==> src/rtl/reg_writeback_arbiter.sv <==
// Merges pipeline writebacks and MUL/DIV results onto the single register-file write port; optional WB_BYPASS_EN adds an empty-FIFO MD bypass.
// Latency: pipe 1 cycle; MD 1 cycle via bypass, otherwise 2+ cycles through the FIFO (pipe always has priority).
// Backpressure: MD_READY drops while the FIFO is full; the pipeline never stalls.
module reg_writeback_arbiter #(
    parameter int DATA_WIDTH = 32,
    parameter int ADDR_WIDTH = 5,
    parameter int DEPTH      = 4
) (
    input  logic                         CLK,
    input  logic                         RESET,
    input  logic                         PIPE_WRITE,
    input  logic [ADDR_WIDTH-1:0]        PIPE_ADDR,
    input  logic [DATA_WIDTH-1:0]        PIPE_DATA,
    input  logic                         MD_VALID,
    output logic                         MD_READY,
    input  logic [ADDR_WIDTH-1:0]        MD_ADDR,
    input  logic [DATA_WIDTH-1:0]        MD_DATA,
    output logic [DATA_WIDTH-1:0]        IN,
    output logic [ADDR_WIDTH-1:0]        INADDRESS,
    output logic                         WRITE,
    output logic [(1<<ADDR_WIDTH)-1:0]   PENDING,
    output logic [$clog2(DEPTH):0]       COUNT
);
    localparam int PW   = $clog2(DEPTH);
    localparam int NREG = 1 << ADDR_WIDTH;

    logic [ADDR_WIDTH-1:0] addr_q [DEPTH];
    logic [DATA_WIDTH-1:0] data_q [DEPTH];
    logic [DEPTH-1:0]      live_q, live_nxt;
    logic [PW-1:0]         wr_ptr, rd_ptr;
    logic [NREG-1:0]       pending_nxt;
    logic                  xfer, pipe_req, md_req, fifo_empty, pop, push, push_live, bypass;

    assign MD_READY   = RESET & (COUNT != (PW+1)'(DEPTH));
    assign xfer       = MD_VALID & MD_READY;
    assign pipe_req   = PIPE_WRITE & (PIPE_ADDR != '0);
    assign md_req     = xfer & (MD_ADDR != '0);
    assign fifo_empty = (COUNT == '0);
    assign pop        = ~pipe_req & ~fifo_empty;
`ifdef WB_BYPASS_EN
    assign bypass     = md_req & ~pipe_req & fifo_empty;
`else
    assign bypass     = 1'b0;
`endif
    assign push       = md_req & ~bypass;
    // A pipe write in the same cycle is newer than the MD result, so the push lands dead.
    assign push_live  = ~(pipe_req & (PIPE_ADDR == MD_ADDR));

    always_comb begin
        live_nxt = live_q;
        if (pipe_req) begin
            for (int i = 0; i < DEPTH; i++) begin
                if (addr_q[i] == PIPE_ADDR) live_nxt[i] = 1'b0;
            end
        end
        if (pop)  live_nxt[rd_ptr] = 1'b0;
        if (push) live_nxt[wr_ptr] = push_live;
    end

    always_comb begin
        pending_nxt = '0;
        for (int i = 0; i < DEPTH; i++) begin
            if (live_nxt[i]) begin
                if (push && wr_ptr == PW'(i)) pending_nxt[MD_ADDR]   = 1'b1;
                else                          pending_nxt[addr_q[i]] = 1'b1;
            end
        end
        pending_nxt[0] = 1'b0;
    end

    always_ff @(posedge CLK) begin
        if (push) begin
            addr_q[wr_ptr] <= MD_ADDR;
            data_q[wr_ptr] <= MD_DATA;
        end
    end

    always_ff @(posedge CLK or negedge RESET) begin
        if (!RESET) begin
            wr_ptr    <= '0;
            rd_ptr    <= '0;
            COUNT     <= '0;
            live_q    <= '0;
            PENDING   <= '0;
            IN        <= '0;
            INADDRESS <= '0;
            WRITE     <= 1'b0;
        end else begin
            live_q  <= live_nxt;
            PENDING <= pending_nxt;
            if (push) wr_ptr <= wr_ptr + 1'b1;
            if (pop)  rd_ptr <= rd_ptr + 1'b1;
            case ({push, pop})
                2'b10:   COUNT <= COUNT + 1'b1;
                2'b01:   COUNT <= COUNT - 1'b1;
                default: COUNT <= COUNT;
            endcase
            if (pipe_req) begin
                WRITE     <= 1'b1;
                IN        <= PIPE_DATA;
                INADDRESS <= PIPE_ADDR;
            end else if (pop) begin
                WRITE <= live_q[rd_ptr];
                if (live_q[rd_ptr]) begin
                    IN        <= data_q[rd_ptr];
                    INADDRESS <= addr_q[rd_ptr];
                end
            end else if (bypass) begin
                WRITE     <= 1'b1;
                IN        <= MD_DATA;
                INADDRESS <= MD_ADDR;
            end else begin
                WRITE <= 1'b0;
            end
        end
    end
endmodule

==> config.mk <==
export PLATFORM = sky130hd
export DESIGN_NAME = reg_writeback_arbiter
export DESIGN_NICKNAME = d
export VERILOG_FILES = /design/src/rtl/reg_writeback_arbiter.sv
export SDC_FILE = /design/constraint.sdc
export NUM_CORES = 1
export LEC_CHECK = 0
export CAP_MARGIN = 10
export CORE_MARGIN = 2
export CORE_UTILIZATION = 60
export DETAILED_ROUTE_END_ITERATION = 6
export DONT_BUFFER_PORTS = 1
export PLACE_DENSITY = 0.83
export SLEW_MARGIN = 0
export SYNTH_ARGS = -nofsm -noshare
export SYNTH_HDL_FRONTEND = slang
export SYNTH_SLANG_ARGS = --single-unit
export TNS_END_PERCENT = 30
==> constraint.sdc <==
create_clock -name CLK -period 3.11 [get_ports CLK]
set_input_delay 0.933 -clock CLK [delete_from_list [all_inputs] [get_ports CLK]]
set_output_delay 0.933 -clock CLK [all_outputs]
set_load 0.02 [all_outputs]
==> impl_metrics.env, run 1 <==
export IMPL_setup_ws_ps=383
export IMPL_cts_setup_buffers=0
export IMPL_synth_distinct_cells=49
export IMPL_syn_mean_instance_area_um2=14.2
export IMPL_die_area_um2=18400
export IMPL_vdd_drop_max_v=0.000599
export IMPL_crit_required_ps=2180
export IMPL_hold_violations=0
export IMPL_ys_ff_latch=228
export IMPL_ant_nets=0
export IMPL_grt_pass1_vias=6843
export IMPL_die_y_um=136
export IMPL_max_freq_ghz=0.367
export IMPL_syn_nets=820
export IMPL_yosysSeqAreaShare_pct=62.0
export IMPL_fill_cells=1189
export IMPL_htree_levels=1
export IMPL_grt_pass1_wl_mm=39.2
export IMPL_diodes=0
export IMPL_via_count=6648
export IMPL_synth_commonest_cells="148 x edfxtp_1, 90 x nand2_1, 80 x dfrtp_1"
export IMPL_synth_warnings=0
export IMPL_drt_initial_drc_count=659
export IMPL_skew_ps=18.9
export IMPL_period_needed_ps=2730
export IMPL_finalSetupViolCount=0
export IMPL_firstDrtPassIters=5
export IMPL_synth_most_common_cell="edfxtp_1"
export IMPL_vias_per_cell=6.65
export IMPL_critPathArrivalTime_ps=1790
export IMPL_power_mw=9.71
export IMPL_synth_largest_area_cell="edfxtp_1"
export IMPL_clk_path_buf_depth=3
export IMPL_synth_cells=732
export IMPL_worst_setup_path_end_kind="output port"
export IMPL_wl_per_cell_um=25.8
export IMPL_synth_area_um2=10400
export IMPL_synth_edf_count=148
export IMPL_wl_mm=25.8
export IMPL_num_rows=48
export IMPL_clock_sinks=228
export IMPL_tns_ps=0
export IMPL_initial_utilization_pct=60.7
export IMPL_synthArstFlopShare_pct=35.1
export IMPL_post_place_ws_ps=204
export IMPL_maxSlewHeadroom_pct=41.2
export IMPL_critPathKind="flop to output port"
export IMPL_synthFlopType="edfxtp_1"
export IMPL_fin_worst_hold_slack_ps=96.2
export IMPL_core_um2=17100
export IMPL_fin_util_pct=67.5
export IMPL_hold_buffers=0
export IMPL_ios=152
export IMPL_max_slew_worst_pin_slew_ps=879
export IMPL_die_x_um=136
export IMPL_dpl_hpwl_mm=16.9
export IMPL_portBuffers=0
export IMPL_cts_root_buffer="clkbuf_16"
export IMPL_rsz0062_at_grt="false"
export IMPL_final_nets=844
export IMPL_synth_area_leaders="edfxtp_1 43%, dfrtp_1 19%, mux4_2 8.2%"
export IMPL_power_leakage_nw=4.38
export IMPL_overflow=0
export IMPL_place_congestion=0.938
export IMPL_drcViolationCount=0
export IMPL_cts_buffers_inserted=24
export IMPL_critPathLaunchType="flop"
export IMPL_track_usage_pct=28.3
export IMPL_cts_tree="built"
export IMPL_maxSlewViolCount=0
export IMPL_area_delta_synth_final_pct=11.2
export IMPL_fin_crit_sh_pct=87.7
export IMPL_p_per_area_nw_per_um2=840
export IMPL_insertion_delay_ps=530
export IMPL_drive_gt1_share_pct=19.4
export IMPL_maxCapViolCount=0
export IMPL_status="complete, no violations"
export IMPL_synth_top_area_share_pct=42.8
export IMPL_hp_class="input port to async pin"
export IMPL_cts_resized_gates=0
export IMPL_grt_max_degree=83
export IMPL_antenna_found_initial=0
export IMPL_path_max_fanout=5
export IMPL_clk_pin_slew_ps=70
-- registers in the layout, indices dropped and copies added, names as in the netlist --
name / cells
rd_ptr: 2
INADDRESS: 5
data_q: 128
PENDING: 31
COUNT: 3
live_q: 4
addr_q: 20
IN: 32
WRITE: 1
wr_ptr: 2
-- placed cells by master, fill, tap and decap left out, types with 3 or more instances in the layout --
cell	count
nand3_1	37
o21ai_0	37
nor2_1	15
buf_4	41
a221o_1	3
a22oi_1	53
nor4_2	14
ha_1	9
inv_1	11
xor2_1	11
nor3_1	7
a32oi_1	9
nand2b_1	6
clkbuf_16	24
nand2_1	89
nor3b_1	15
clkbuf_1	6
nor4_4	4
dfrtp_1	78
and3_1	9
nand2_2	4
xnor2_1	19
mux4_2	38
and3b_1	7
mux2i_1	34
inv_2	3
clkinv_1	5
edfxtp_1	148
o22ai_1	3
clkbuf_8	3
-- kinds of logic (layout without fill, tap and decap cells) --
kind of cell,count (synthesis),in the layout,synth area share (%)
adder cells (fa/ha/maj),10,10,1.28
buffers and inverters,58,100,2.41
XOR/XNOR,30,30,2.53
AND/OR/NAND/NOR,219,219,12.4
other,1,1,0.0361
multiplexers,72,72,11.5
flip-flops,228,228,62.0
AO/OA/AOI/OAI,114,114,7.80
-- per-stage QoR --
| step | cells | area (µm²) |
|---|---|---|
| CTS | 999 | 11600 |
| floorplan | 732 | 10400 |
| global route | 999 | 11600 |
| detailed placement | 955 | 10800 |
| finish | 999 | 11600 |
| global placement | 955 | 10800 |
-- area by class of cell --
class / instances / area, µm² / share of cell area, %
multi-input cells: 446 / 3700 / 32.0
repair buffers: 41 / 308 / 2.66
clock inverters: 11 / 95.1 / 0.823
clock buffers: 33 / 664 / 5.75
flip-flops and latches: 228 / 6450 / 55.8
inverters: 15 / 56.3 / 0.487
well taps: 225 / 282 / 2.44
-- routing by layer --
metal | wire length, µm | up-vias | GRT usage (%) | part of all wire, %
met2 | 12300 | 424 | 45.0 | 48
met4 | 881 | 0 | 10.5 | 3.4
li1 | - | 2858 | - | -
met3 | 2800 | 80 | 7.89 | 11
met5 | 0 | - | 0 | 0
met1 | 9820 | 3286 | 37.7 | 38
-- critical path: stages, from the launching register on --
cell and delay, ps:
dfrtp_1 500, or3b_2 520, and2_1 250
-- final timing paths --
kind                            cells past startpoint           end  startpoint  slack, ps
worst max-delay path                                2      MD_READY    COUNT[0]        380
worst min-delay path                                0      COUNT[2]       RESET        100
worst max register to register                      9    PENDING[3]    COUNT[0]        650
worst min register to register                      2     live_q[3]   live_q[3]        580
max in group asynchronous                           0         IN[0]       RESET       2860
min in group CLK                                    0  addr_q[0][0]  MD_ADDR[0]        500
-- power by group --
part	switching, mW	internal [mW]	total [mW]
registers	0.682	3.74	4.43
logic	1.38	1.15	2.53
clock network	1.17	1.58	2.75
No activity file was read; power rests on OpenSTA's default activity.
==> run 2: changes to the inputs <==
Settings changed: CTS_CLUSTER_SIZE set to 16.
==> results of run 2 <==
The final DEF is identical to that of run 1; final timing and power are the same.
